**src/rtl/decode_stage.sv**
```systemverilog
// rtl/decode_stage.sv - RISC-V decode/operand-fetch stage with pending-write scoreboard
// Latches one instruction, builds operands and immediates, and stalls on RAW or counter-full hazards.
module decode_stage #(
   parameter int XLEN   = 32,
   parameter int PEND_W = 2
) (
   input  logic              clock,
   input  logic              reset,
   input  logic              in_valid,
   output logic              in_ready,
   input  logic [31:0]       in_inst,
   input  logic [XLEN-1:0]   in_pc,
   input  logic              flush,
   output logic [4:0]        rf_rs1_sel,
   output logic [4:0]        rf_rs2_sel,
   input  logic [XLEN-1:0]   rf_rs1_data,
   input  logic [XLEN-1:0]   rf_rs2_data,
   input  logic              wb_en,
   input  logic [4:0]        wb_rd,
   input  logic [XLEN-1:0]   wb_data,
   output logic              out_valid,
   input  logic              out_ready,
   output logic [XLEN-1:0]   out_pc,
   output logic [XLEN-1:0]   out_rs1,
   output logic [XLEN-1:0]   out_rs2,
   output logic [XLEN-1:0]   out_imm_i,
   output logic [XLEN-1:0]   out_imm_s,
   output logic [XLEN-1:0]   out_imm_b,
   output logic [XLEN-1:0]   out_imm_u,
   output logic [XLEN-1:0]   out_imm_j,
   output logic [6:0]        out_opcode,
   output logic [2:0]        out_funct3,
   output logic [6:0]        out_funct7,
   output logic [4:0]        out_rd,
   output logic              out_illegal
);

   localparam logic IS64 = (XLEN == 64);
   localparam logic [6:0] OPC_LUI     = 7'b0110111;
   localparam logic [6:0] OPC_AUIPC   = 7'b0010111;
   localparam logic [6:0] OPC_JAL     = 7'b1101111;
   localparam logic [6:0] OPC_JALR    = 7'b1100111;
   localparam logic [6:0] OPC_BRANCH  = 7'b1100011;
   localparam logic [6:0] OPC_LOAD    = 7'b0000011;
   localparam logic [6:0] OPC_STORE   = 7'b0100011;
   localparam logic [6:0] OPC_OPIMM   = 7'b0010011;
   localparam logic [6:0] OPC_OP      = 7'b0110011;
   localparam logic [6:0] OPC_MISC    = 7'b0001111;
   localparam logic [6:0] OPC_SYSTEM  = 7'b1110011;
   localparam logic [6:0] OPC_OPIMM32 = 7'b0011011;
   localparam logic [6:0] OPC_OP32    = 7'b0111011;
   localparam logic [PEND_W-1:0] PEND_MAX = {PEND_W{1'b1}};

   logic              out_valid_q, held_wr_q, out_illegal_q;
   logic [XLEN-1:0]   out_pc_q, out_rs1_q, out_rs2_q;
   logic [XLEN-1:0]   imm_i_q, imm_s_q, imm_b_q, imm_u_q, imm_j_q;
   logic [6:0]        out_opcode_q, out_funct7_q;
   logic [2:0]        out_funct3_q;
   logic [4:0]        out_rd_q;
   logic [PEND_W-1:0] pend_q [32];

   logic [4:0]        rs1, rs2, rd;
   logic              legal, wr_cls, rd_rs1, rd_rs2, in_wr;
   logic              hz1, hz2, hz_full, hazard, fire, accept;
   logic [31:0]       inc_v, dec_v;
   logic [XLEN-1:0]   rs1_d, rs2_d;
   logic [31:0]       imm_i32, imm_s32, imm_b32, imm_u32, imm_j32;

   assign rs1 = in_inst[19:15];
   assign rs2 = in_inst[24:20];
   assign rd  = in_inst[11:7];
   assign rf_rs1_sel = rs1;
   assign rf_rs2_sel = rs2;

   always_comb begin
      legal  = 1'b0;
      wr_cls = 1'b0;
      rd_rs1 = 1'b0;
      rd_rs2 = 1'b0;
      case (in_inst[6:0])
         OPC_LUI, OPC_AUIPC, OPC_JAL: begin
            legal = 1'b1; wr_cls = 1'b1;
         end
         OPC_JALR, OPC_LOAD, OPC_OPIMM: begin
            legal = 1'b1; wr_cls = 1'b1; rd_rs1 = 1'b1;
         end
         OPC_OP: begin
            legal = 1'b1; wr_cls = 1'b1; rd_rs1 = 1'b1; rd_rs2 = 1'b1;
         end
         OPC_BRANCH, OPC_STORE: begin
            legal = 1'b1; rd_rs1 = 1'b1; rd_rs2 = 1'b1;
         end
         OPC_MISC, OPC_SYSTEM: begin
            legal = 1'b1; rd_rs1 = 1'b1;
         end
         OPC_OPIMM32: begin
            legal = IS64; wr_cls = IS64; rd_rs1 = IS64;
         end
         OPC_OP32: begin
            legal = IS64; wr_cls = IS64; rd_rs1 = IS64; rd_rs2 = IS64;
         end
         default: ;
      endcase
   end

   assign in_wr = wr_cls && (rd != 5'd0);

   // A source is blocked by the held producer (even while it fires) or by any write
   // still outstanding, unless the only outstanding write lands this very cycle.
   function automatic logic src_hz(input logic [4:0] rs, input logic [PEND_W-1:0] p,
                                   input logic held_hit, input logic wb_hit);
      return (rs != 5'd0) && (held_hit || (p >= PEND_W'(2)) || ((p == PEND_W'(1)) && !wb_hit));
   endfunction

   assign hz1 = rd_rs1 && src_hz(rs1, pend_q[rs1],
                                 out_valid_q && held_wr_q && (out_rd_q == rs1),
                                 wb_en && (wb_rd == rs1));
   assign hz2 = rd_rs2 && src_hz(rs2, pend_q[rs2],
                                 out_valid_q && held_wr_q && (out_rd_q == rs2),
                                 wb_en && (wb_rd == rs2));
   assign hz_full = in_wr && (pend_q[rd] == PEND_MAX);
   assign hazard  = hz1 || hz2 || hz_full;

   assign in_ready = reset && !flush && (!out_valid_q || out_ready) && !(in_valid && hazard);
   assign fire     = out_valid_q && out_ready;
   assign accept   = in_valid && in_ready;

   assign inc_v = (fire && held_wr_q) ? (32'd1 << out_rd_q) : 32'd0;
   assign dec_v = (wb_en && (wb_rd != 5'd0) && (pend_q[wb_rd] != '0)) ? (32'd1 << wb_rd) : 32'd0;

   assign rs1_d = (rs1 == 5'd0) ? '0 : (wb_en && (wb_rd == rs1)) ? wb_data : rf_rs1_data;
   assign rs2_d = (rs2 == 5'd0) ? '0 : (wb_en && (wb_rd == rs2)) ? wb_data : rf_rs2_data;

   assign imm_i32 = {{20{in_inst[31]}}, in_inst[31:20]};
   assign imm_s32 = {{20{in_inst[31]}}, in_inst[31:25], in_inst[11:7]};
   assign imm_b32 = {{19{in_inst[31]}}, in_inst[31], in_inst[7], in_inst[30:25], in_inst[11:8], 1'b0};
   assign imm_u32 = {in_inst[31:12], 12'b0};
   assign imm_j32 = {{11{in_inst[31]}}, in_inst[31], in_inst[19:12], in_inst[20], in_inst[30:21], 1'b0};

   always_ff @(posedge clock) begin
      if (!reset) begin
         out_valid_q   <= 1'b0;
         held_wr_q     <= 1'b0;
         out_illegal_q <= 1'b0;
         out_pc_q      <= '0;
         out_rs1_q     <= '0;
         out_rs2_q     <= '0;
         imm_i_q       <= '0;
         imm_s_q       <= '0;
         imm_b_q       <= '0;
         imm_u_q       <= '0;
         imm_j_q       <= '0;
         out_opcode_q  <= '0;
         out_funct3_q  <= '0;
         out_funct7_q  <= '0;
         out_rd_q      <= '0;
         for (int r = 0; r < 32; r++) pend_q[r] <= '0;
      end else if (flush) begin
         out_valid_q <= 1'b0;
         for (int r = 0; r < 32; r++) pend_q[r] <= '0;
      end else begin
         for (int r = 0; r < 32; r++) begin
            if (inc_v[r] && !dec_v[r])
               pend_q[r] <= pend_q[r] + PEND_W'(1);
            else if (dec_v[r] && !inc_v[r])
               pend_q[r] <= pend_q[r] - PEND_W'(1);
         end
         if (accept) begin
            out_valid_q   <= 1'b1;
            held_wr_q     <= in_wr;
            out_illegal_q <= !legal;
            out_pc_q      <= in_pc;
            out_rs1_q     <= rd_rs1 ? rs1_d : rs1_d;
            out_rs2_q     <= rs2_d;
            imm_i_q       <= XLEN'($signed(imm_i32));
            imm_s_q       <= XLEN'($signed(imm_s32));
            imm_b_q       <= XLEN'($signed(imm_b32));
            imm_u_q       <= XLEN'($signed(imm_u32));
            imm_j_q       <= XLEN'($signed(imm_j32));
            out_opcode_q  <= in_inst[6:0];
            out_funct3_q  <= in_inst[14:12];
            out_funct7_q  <= in_inst[31:25];
            out_rd_q      <= rd;
         end else if (fire) begin
            out_valid_q <= 1'b0;
         end
      end
   end

   assign out_valid   = out_valid_q;
   assign out_pc      = out_pc_q;
   assign out_rs1     = out_rs1_q;
   assign out_rs2     = out_rs2_q;
   assign out_imm_i   = imm_i_q;
   assign out_imm_s   = imm_s_q;
   assign out_imm_b   = imm_b_q;
   assign out_imm_u   = imm_u_q;
   assign out_imm_j   = imm_j_q;
   assign out_opcode  = out_opcode_q;
   assign out_funct3  = out_funct3_q;
   assign out_funct7  = out_funct7_q;
   assign out_rd      = out_rd_q;
   assign out_illegal = out_illegal_q;

endmodule

```
**config.mk**
```make
export PLATFORM = sky130hd
export DESIGN_NAME = decode_stage
export DESIGN_NICKNAME = d
export VERILOG_FILES = /design/src/rtl/decode_stage.sv
export SDC_FILE = /design/constraint.sdc
export NUM_CORES = 1
export LEC_CHECK = 0
export ABC_AREA = 1
export BUFFER_PORTS_ARGS = -buffer_cell sky130_fd_sc_hd__buf_2
export CELL_PAD_IN_SITES_DETAIL_PLACEMENT = 1
export CELL_PAD_IN_SITES_GLOBAL_PLACEMENT = 1
export CORE_MARGIN = 1.5
export CORE_UTILIZATION = 38
export CTS_CLUSTER_DIAMETER = 50
export DETAILED_ROUTE_END_ITERATION = 12
export MAX_ROUTING_LAYER = met4
export PLACE_DENSITY = 0.95
export SYNTH_ARGS = -nofsm -noshare
export SYNTH_HDL_FRONTEND = slang
export SYNTH_SLANG_ARGS = --single-unit
```
**constraint.sdc**
```tcl
create_clock -name clock -period 4.8 [get_ports clock]
set_clock_uncertainty 0.05 [all_clocks]
set_input_delay 0.96 -clock clock [delete_from_list [all_inputs] [get_ports clock]]
set_output_delay 0.96 -clock clock [all_outputs]
set_load 0.1 [all_outputs]
```
==> run_results.csv, run 1 <==
group,metric,value,unit
yosys,top_cell_type_s_share_of_synthesized_area,17.9,%
final_layout,layout.cells.most_common,"sky130_fd_sc_hd__nand2_1",
yosys,netlist-cell-type-count,42,
global_routing,first_global_vias,16100,
final_layout,n_fill_cell,5242,
sta,period_share,90.8,%
die,die_area,39800,µm²
die,die_y,200,µm
sta,setup_tns_final,0,ns
cts,cts_setup_buffers,0,
final_layout,areaGrowthSynthToFinish,14.2,%
global_routing,globalRouteTotalUtil,31.2,%
setup_path,setup.worst_path.end_class,"primary output",
pwr,total_leakage_power,9.06,nW
setup_path,cp_slowest_stage_delay,0.54,ns
setup_path,cp_data_arrival_time,3.35,ns
setup_path,worst_path_max_delay_cell,"sky130_fd_sc_hd__buf_2",
final_layout,fin_cells,3163,
drt,wl,62.5,mm
drt,drt_pre_antenna_iters,5,
cts,ctsRootBufferMaster,"sky130_fd_sc_hd__clkbuf_16",
sta,max_slew.worst_pin.slew,1.03,ns
cts,insertion_delay,0.47,ns
drt,drt_iter0_drc,1380,
yosys,postSynthAreaPerCell,6.11,µm²
global_routing,grt_remaining_overflow,0,
cts,clk_pin_slew_worst_paths,0.08,ns
setup_path,cp_cell_sequence,"buf_2, inv_4, o22ai_1, nor2_1, and3_1, a21oi_1, nand3_1, nand2_1, inv_1, nor2_4, o21a_1, buf_12",
status,outcome,"finished clean",
yosys,synth.yosys.warnings,0,
sta,finalCriticalPeriod,4.36,ns
sta,finalSetupViolCount,0,
drt,via_count,16600,
yosys,mappedNetlistArea,14700,µm²
place,gp_congestion,0.985,
setup_path,required,3.79,ns
run,max_cap_viol_count,0,
drt,drcViolationCount,0,
sta,timing_hold_violations_final,0,
cts,holdBufCountCts,0,
min_path,timing.hold.worst.class,"reg2reg",
sta,timing.hold.ws,0.464,ns
die,top_level_ports,462,
die,number_of_placement_rows,71,
final_layout,nNetsFinal,2799,
drt,avgRoutedWirePerCell,19.8,µm
setup_path,critPathMaxFanout,37,
global_routing,grt_start_max_net_pins,92,
yosys,synth_top_area_cell,"sky130_fd_sc_hd__dfxtp_1",
min_path,whs_path_depth,4,
sta,drv_slew,0,
final_layout,most_frequent_cells_in_the_layout,"sky130_fd_sc_hd__nand2_1, sky130_fd_sc_hd__buf_2, sky130_fd_sc_hd__inv_1",
setup_path,r2r_cells,13,
setup_path,crit_path_start_kind,"input pin",
yosys,synth_cells,2403,
pwr,vdd_drop_max,261,µV
cts,cts.repair.resized,0,
sta,unrepaired_setup_endpoints_after_global_routing,"no",
pwr,power-per-cell-area,317,nW/µm²
global_routing,grt_antenna_before_repair,9,
die,fp.dieW,200,µm
sta,slew_headroom,31.1,%
drt,avgViaCountPerCell,5.24,
yosys,yosys_register_bits,195,
place,placed_cells_incl_taps,3120,
place,dpl.hpwl,47.9,mm
place,placement.io_buffers,447,
cts,numClockSinks,195,
yosys,synth_seq_area_share,31.0,%
drt,antenna_left,0,
die,initial_utilization,38.8,%
cts,tritoncts,"done",
sta,fmax,229,MHz
cts,numCtsBuffers,17,
global_routing,first_pass_grt_wire_length,92.1,mm
die,design.core.area,37800,µm²
yosys,post_synth_main_area_contributors,"sky130_fd_sc_hd__dfxtp_1, sky130_fd_sc_hd__nand2_1, sky130_fd_sc_hd__edfxtp_1",
cts,clk_buf_depth,2,
cts,htree_levels,4,
final_layout,post_route_cells_drive_above_1_share,20.1,%
setup_path,worst-setup-path-type,"in2out",
==> sequential cells by signal, summed over array words and instances, names as in the netlist <==
signal       count
out_pc          32
out_imm_i       12
out_funct3       2
held_wr_q        1
out_rs1         32
out_opcode       7
out_rs2         32
out_illegal      1
out_valid        1
out_imm_j        6
pend_q          64
out_imm_s        5
==> worst paths after layout <==
kind | slack, ns | from | to
worst max-delay path | 0.44 | in_inst[20] | in_ready
worst min-delay path | 0.46 | out_opcode[1] | out_opcode[1]
worst min register to register | 0.46 | out_opcode[1] | out_opcode[1]
worst max register to register | 1.22 | out_imm_s[0] | out_rs2[2]
==> synth_stat cells <==
| cell type | instances |
|---|---|
| sky130_fd_sc_hd__and3_1 | 1 |
| sky130_fd_sc_hd__nand4_2 | 1 |
| sky130_fd_sc_hd__nor3_1 | 28 |
| sky130_fd_sc_hd__o22ai_1 | 9 |
| sky130_fd_sc_hd__clkinv_1 | 2 |
| sky130_fd_sc_hd__nor3b_1 | 1 |
| sky130_fd_sc_hd__o21a_1 | 11 |
| sky130_fd_sc_hd__o21ai_1 | 2 |
| sky130_fd_sc_hd__o21ai_0 | 71 |
| sky130_fd_sc_hd__buf_6 | 8 |
| sky130_fd_sc_hd__nor2_1 | 345 |
| sky130_fd_sc_hd__inv_2 | 5 |
| sky130_fd_sc_hd__a21boi_0 | 1 |
| sky130_fd_sc_hd__o31ai_1 | 1 |
| sky130_fd_sc_hd__inv_1 | 386 |
| sky130_fd_sc_hd__a31oi_1 | 1 |
| sky130_fd_sc_hd__nor2_2 | 2 |
| sky130_fd_sc_hd__xor2_1 | 4 |
| sky130_fd_sc_hd__a22o_1 | 1 |
| sky130_fd_sc_hd__a22oi_1 | 5 |
| sky130_fd_sc_hd__buf_2 | 39 |
| sky130_fd_sc_hd__clkbuf_2 | 1 |
| sky130_fd_sc_hd__clkbuf_1 | 58 |
| sky130_fd_sc_hd__buf_4 | 167 |
| sky130_fd_sc_hd__nand3b_1 | 2 |
| sky130_fd_sc_hd__a21oi_1 | 91 |
| sky130_fd_sc_hd__inv_4 | 1 |
| sky130_fd_sc_hd__a211oi_1 | 1 |
| sky130_fd_sc_hd__o2111ai_1 | 3 |
| sky130_fd_sc_hd__o211ai_1 | 36 |
| sky130_fd_sc_hd__xnor2_1 | 6 |
| sky130_fd_sc_hd__nand3_1 | 170 |
| sky130_fd_sc_hd__or2_2 | 2 |
| sky130_fd_sc_hd__dfxtp_1 | 131 |
| sky130_fd_sc_hd__a21oi_2 | 1 |
| sky130_fd_sc_hd__nand4_1 | 74 |
| sky130_fd_sc_hd__edfxtp_1 | 64 |
| sky130_fd_sc_hd__mux2i_1 | 19 |
| sky130_fd_sc_hd__o221ai_1 | 1 |
| sky130_fd_sc_hd__nand2_1 | 634 |
| sky130_fd_sc_hd__conb_1 | 1 |
| sky130_fd_sc_hd__buf_1 | 16 |
==> area by class of cell <==
cell class / count / area, µm² / share of cell area (%)
clock inverters: 12 / 135 / 0.807
flip-flops and latches: 195 / 4550 / 27.1
clock buffers: 20 / 467 / 2.79
repair buffers: 482 / 2540 / 15.2
multi-input cells: 1538 / 6910 / 41.3
inverters: 394 / 1480 / 8.84
well taps: 511 / 639 / 3.82
diodes: 11 / 27.5 / 0.164
==> through the flow <==
stage | area (µm²) | setup slack [ns] | utilization, % | total power, W
6_report | 16800 | 0.441 | 44.3 | 0.00531
5_1_grt | 16700 | 0.239 | 44.3 | 0.00549
4_1_cts | 16700 | 0.453 | 44.2 | 0.00531
3_5_place_dp | 16100 | 0.471 | 42.6 | 0.00379
3_3_place_gp | 16100 | 0.485 | 42.6 | 0.00375
2_1_floorplan | 14700 | 0.716 | - | 0.00347
==> per-layer routing <==
metal / track usage [%] / vias up / wire length [µm]
li1: - / 7761 / -
met1: 39.1 / 7943 / 25800
met2: 49.2 / 704 / 29400
met3: 5.77 / 162 / 4660
met4: 13.3 / 0 / 2580
met5: - / - / 0
==> power by group <==
part           switching (W)  total [W]  internal (W)
clock network       0.000750    0.00153      0.000778
logic                0.00157    0.00190      0.000326
registers          0.0000945    0.00188       0.00179
==> cell families after synthesis <==
kind of cell              Yosys count  share of synthesized area [%]
other                               1                         0.0256
xor gates and xnor gates           10                          0.597
DFF                               195                           31.0
and+or+nand+nor                  1260                           35.4
AOI/OAI and AO/OA                 235                           9.19
buffers and inverters             683                           22.5
muxes                              19                           1.30
==> critical path, delay by kind of cell <==
| kind | cells | cell delay (ns) |
|---|---|---|
| simple gates | 5 | 0.72 |
| buf+inv | 4 | 1.08 |
| compound gates | 3 | 0.55 |
Power figures use the tool's default switching activity.
==> inputs of run 2 (changes only) <==
--- a/config.mk
+++ b/config.mk
@@ -13,7 +13,6 @@
 export CORE_UTILIZATION = 38
 export CTS_CLUSTER_DIAMETER = 50
 export DETAILED_ROUTE_END_ITERATION = 12
-export MAX_ROUTING_LAYER = met4
 export PLACE_DENSITY = 0.95
 export SYNTH_ARGS = -nofsm -noshare
 export SYNTH_HDL_FRONTEND = slang
==> run_results.csv, run 2 (synthesis results as in run 1) <==
group,metric,value,unit
setup_path,crit_path_start_kind,"input pin",
cts,htree_levels,4,
die,die_y,200,µm
cts,clk_buf_depth,2,
final_layout,area_occupied_by_multi_input_gates,6910,µm²
sta,finalSetupViolCount,0,
pwr,power-per-cell-area,315,nW/µm²
global_routing,first_global_vias,16100,
setup_path,worst-path-buf-inv,4,
global_routing,globalRouteTotalUtil,30.5,%
die,number_of_placement_rows,71,
place,placed_cells_incl_taps,3122,
setup_path,worst-setup-path-type,"in2out",
die,design.core.area,37800,µm²
sta,slew_headroom,33.4,%
final_layout,layout.cells.most_common,"sky130_fd_sc_hd__nand2_1",
sta,final_critical_path_setup_slack,0.441,ns
sta,max_slew.worst_pin.slew,0.999,ns
cts,insertion_delay,0.48,ns
cts,cts.repair.resized,0,
die,die_area,39800,µm²
sta,finalCriticalPeriod,4.36,ns
final_layout,largest_register_ff_count,64,
cts,numClockSinks,195,
global_routing,grt_start_max_net_pins,91,
sta,setup_tns_final,0,ns
drt,drt_pre_antenna_iters,5,
sta,period_share,90.8,%
final_layout,areaGrowthSynthToFinish,14.1,%
setup_path,critPathTopFamily,"buffers and inverters",
cts,numCtsBuffers,17,
die,top_level_ports,462,
status,outcome,"finished clean",
min_path,timing.hold.worst.class,"reg2reg",
setup_path,setup.worst_path.end_class,"primary output",
die,initial_utilization,38.8,%
sta,timing_hold_violations_final,0,
min_path,min_from,"out_rs2[6]",
sta,drv_slew,0,
setup_path,cp_slowest_stage_delay,0.53,ns
cts,holdBufCountCts,0,
drt,avgRoutedWirePerCell,19.7,µm
final_layout,nNetsFinal,2801,
cts,clk_pin_slew_worst_paths,0.08,ns
drt,avgViaCountPerCell,5.26,
drt,wl,62.4,mm
setup_path,r2r_start,"out_imm_s[0]",
setup_path,cp_data_arrival_time,3.35,ns
final_layout,most_frequent_cells_in_the_layout,"sky130_fd_sc_hd__nand2_1, sky130_fd_sc_hd__buf_2, sky130_fd_sc_hd__inv_1",
final_layout,n_fill_cell,5270,
cts,ctsRootBufferMaster,"sky130_fd_sc_hd__clkbuf_16",
global_routing,grt_antenna_before_repair,9,
run,max_cap_viol_count,0,
final_layout,largest_register,"pend_q",
setup_path,required,3.79,ns
final_layout,post_route_cells_drive_above_1_share,20.0,%
sta,unrepaired_setup_endpoints_after_global_routing,"no",
setup_path,critPathMaxFanout,38,
setup_path,cp_cell_sequence,"buf_2, inv_4, o22ai_1, nor2_1, and3_1, a21oi_1, nand3_1, nand2_1, inv_1, nor2_4, o21a_1, buf_12",
setup_path,cp-startpoint,"in_inst[20]",
place,dpl.hpwl,47.7,mm
drt,antenna_left,0,
final_layout,sequential_cell_area,4550,µm²
global_routing,grt_remaining_overflow,0,
place,gp_congestion,0.973,
drt,drcViolationCount,0,
place,placement.io_buffers,447,
drt,drt_iter0_drc,1394,
cts,cts_setup_buffers,0,
global_routing,first_pass_grt_wire_length,92.9,mm
place,preCtsSetupSlack,0.451,ns
sta,fmax,229,MHz
setup_path,worst_path_max_delay_cell,"sky130_fd_sc_hd__buf_2",
cts,tritoncts,"done",
final_layout,fin_cells,3160,
drt,via_count,16600,
pwr,total_leakage_power,9.06,nW
pwr,vdd_drop_max,219,µV
die,fp.dieW,200,µm
==> run 2: worst paths after layout <==
kind,end,slack [ns],cells past startpoint
worst max-delay path,in_ready,0.44,12
worst min-delay path,out_rs2[6],0.46,4
worst max register to register,out_rs1[31],1.36,13
worst min register to register,out_rs2[6],0.46,4
==> run 2: cell type report <==
type	instances	share of cell area, %
tap	511	3.82
inverter	394	8.85
clock buffer	24	2.88
sequential	195	27.2
antenna	6	0.0897
timing repair buffer	484	15.4
multi-input combinational	1538	41.3
clock inverter	8	0.546
==> run 2: power breakdown <==
part	internal [W]	switching, W
Combinational	0.000328	0.00157
Clock	0.000768	0.000719
Sequential	0.00179	0.0000932
Total	0.00288	0.00238
==> run 2: metal layers <==
layer / GRT usage [%] / vias to the layer above / share of wire (%)
met2: 49.4 / 747 / 47
li1: - / 7763 / -
met4: 12.7 / 10 / 4.1
met5: 0 / - / 0.12
met3: 6.72 / 172 / 8.1
met1: 39.1 / 7916 / 41
==> run 2: through the flow <==
step	power, W	util, %	cell area [µm²]	hold slack (ns)
finish	0.00527	44.2	16700	0.464
detailed placement	0.00380	42.7	16200	0.450
CTS	0.00528	44.2	16700	0.465
global route	0.00545	44.2	16700	0.489
floorplan	0.00347	-	14700	0.436
global placement	0.00376	42.7	16200	0.443
==> run 2: worst reg2reg max path, cell delays in order, from the launching register on <==
cell                      delay, ns
sky130_fd_sc_hd__dfxtp_1       0.72
sky130_fd_sc_hd__inv_1         0.36
sky130_fd_sc_hd__o21ai_0       0.28
sky130_fd_sc_hd__a21oi_1       0.06
sky130_fd_sc_hd__and3_1        0.16
sky130_fd_sc_hd__a21oi_1       0.14
sky130_fd_sc_hd__nand3_1       0.13
sky130_fd_sc_hd__nand2_1       0.17
sky130_fd_sc_hd__inv_1         0.10
sky130_fd_sc_hd__nor2_4        0.21
sky130_fd_sc_hd__buf_4         0.52
sky130_fd_sc_hd__nand4_1       0.29
sky130_fd_sc_hd__nand2_1       0.12
sky130_fd_sc_hd__nor2_1        0.04
==> inputs of run 3 (changes only) <==
--- a/config.mk
+++ b/config.mk
@@ -9,8 +9,10 @@
 export BUFFER_PORTS_ARGS = -buffer_cell sky130_fd_sc_hd__buf_2
 export CELL_PAD_IN_SITES_DETAIL_PLACEMENT = 1
 export CELL_PAD_IN_SITES_GLOBAL_PLACEMENT = 1
+export CORE_ASPECT_RATIO = 0.5
 export CORE_MARGIN = 1.5
-export CORE_UTILIZATION = 38
+export CORE_UTILIZATION = 39
+export CTS_BUF_LIST = sky130_fd_sc_hd__clkbuf_4
 export CTS_CLUSTER_DIAMETER = 50
 export DETAILED_ROUTE_END_ITERATION = 12
 export PLACE_DENSITY = 0.95
==> run_results.csv, run 3 (synthesis results as in run 1) <==
group,metric,value,unit
drt,wl,59.7,mm
global_routing,first_pass_grt_wire_length,90.6,mm
final_layout,n_fill_cell,5128,
place,placement.io_buffers,447,
setup_path,cp_slowest_stage_delay,0.46,ns
final_layout,largest_register_ff_count,64,
final_layout,nNetsFinal,2793,
sta,slew_headroom,30.4,%
run,max_cap_viol_count,0,
cts,tritoncts,"done",
final_layout,area_occupied_by_multi_input_gates,6910,µm²
drt,drt_pre_antenna_iters,5,
global_routing,grt_antenna_before_repair,10,
setup_path,crit_path_start_kind,"input pin",
setup_path,setup.worst_path.end_class,"primary output",
drt,avgViaCountPerCell,5.32,
place,gp_congestion,0.953,
final_layout,sequential_cell_area,4550,µm²
setup_path,required,3.79,ns
final_layout,areaGrowthSynthToFinish,11.7,%
sta,timing_hold_violations_final,0,
final_layout,layout.cells.most_common,"sky130_fd_sc_hd__nand2_1",
drt,antenna_left,0,
final_layout,post_route_cells_drive_above_1_share,19.9,%
cts,cts.repair.resized,0,
setup_path,worst_path_max_delay_cell,"sky130_fd_sc_hd__buf_2",
setup_path,worst-path-buf-inv,4,
cts,insertion_delay,0.66,ns
min_path,timing.hold.worst.class,"in2reg",
die,fp.dieW,277,µm
die,top_level_ports,462,
die,number_of_placement_rows,49,
setup_path,r2r_cells,13,
sta,unrepaired_setup_endpoints_after_global_routing,"no",
sta,setup_tns_final,0,ns
sta,finalSetupViolCount,0,
cts,ctsRootBufferMaster,"sky130_fd_sc_hd__clkbuf_4",
sta,period_share,86.6,%
pwr,power-per-cell-area,292,nW/µm²
cts,numClockSinks,195,
global_routing,grt_start_max_net_pins,121,
cts,holdBufCountCts,0,
final_layout,most_frequent_cells_in_the_layout,"sky130_fd_sc_hd__nand2_1, sky130_fd_sc_hd__buf_2, sky130_fd_sc_hd__inv_1",
setup_path,critPathTopFamily,"buffers and inverters",
die,die_y,140,µm
global_routing,first_global_vias,16200,
place,placed_instance_area,16100,µm²
status,outcome,"finished clean",
global_routing,globalRouteTotalUtil,29.7,%
drt,drt_iter0_drc,1574,
sta,drv_slew,0,
drt,via_count,16600,
cts,htree_levels,4,
die,design.core.area,36500,µm²
sta,fmax,241,MHz
setup_path,cp_cell_sequence,"buf_2, inv_4, o22ai_1, nor2_1, and3_1, a21oi_1, nand3_1, nand2_1, inv_1, nor2_4, o21a_1, buf_12",
setup_path,crit_cells,12,
setup_path,worst-setup-path-type,"in2out",
cts,cts_setup_buffers,0,
place,dpl.hpwl,45.7,mm
drt,drcViolationCount,0,
setup_path,critPathMaxFanout,29,
sta,finalCriticalPeriod,4.16,ns
die,die_area,38900,µm²
pwr,vdd_drop_max,145,µV
cts,numCtsBuffers,17,
drt,avgRoutedWirePerCell,19.1,µm
setup_path,cp_data_arrival_time,3.15,ns
sta,max_slew.worst_pin.slew,1.04,ns
min_path,whs_path_depth,3,
pwr,total_leakage_power,8.90,nW
global_routing,grt_remaining_overflow,0,
die,initial_utilization,40.2,%
final_layout,post-route-cell-area,16400,µm²
cts,clk_buf_depth,2,
cts,clk_pin_slew_worst_paths,0.20,ns
final_layout,largest_register,"pend_q",
run 3: cell type report:
type                    instances  area share (%)
multi-input cells            1538            42.2
flip-flops and latches        195            27.7
repair buffers                476            15.4
inverters                     394            9.04
well taps                     484            3.69
clock inverters                13           0.985
clock buffers                  18           0.824
diodes                         11           0.168
run 3: final timing paths:
path / startpoint / endpoint / slack, ns
max: in_inst[20] / in_ready / 0.64
min: in_pc[30] / out_pc[30] / 0.43
max reg2reg: out_imm_s[0] / out_rs1[19] / 1.74
min reg2reg: out_rs2[4] / out_rs2[4] / 0.47
run 3: per-layer routing:
layer / part of all wire (%) / GRT usage, % / up-vias
met2: 48 / 51.6 / 769
met1: 40 / 36.1 / 7942
met5: 0 / 0 / -
li1: - / - / 7743
met3: 7.7 / 5.17 / 178
met4: 4.1 / 13.3 / 0
run 3: where the power goes:
group          total, W  internal [W]  switching (W)
Clock           0.00102      0.000334       0.000687
Combinational   0.00189      0.000326        0.00156
Sequential      0.00188       0.00179      0.0000878
Total           0.00478       0.00245        0.00233
run 3: worst min-delay path: cells and delay by family:
family	cells	cell delay [ns]
buf+inv	1	0.07
simple gates	2	0.11
run 3: stage by stage:
stage | setup WS (ns) | std cells | hold WS, ns | utilization [%] | total power (W)
6_report | 0.645 | 3129 | 0.435 | 44.9 | 0.00478
5_1_grt | 0.500 | 3127 | 0.379 | 44.9 | 0.00496
4_1_cts | 0.688 | 3118 | 0.388 | 44.9 | 0.00479
3_5_place_dp | 0.691 | 3087 | 0.453 | 44.1 | 0.00378
3_3_place_gp | 0.726 | 3087 | 0.441 | 44.1 | 0.00374
2_1_floorplan | 0.716 | 2416 | 0.436 | - | 0.00347
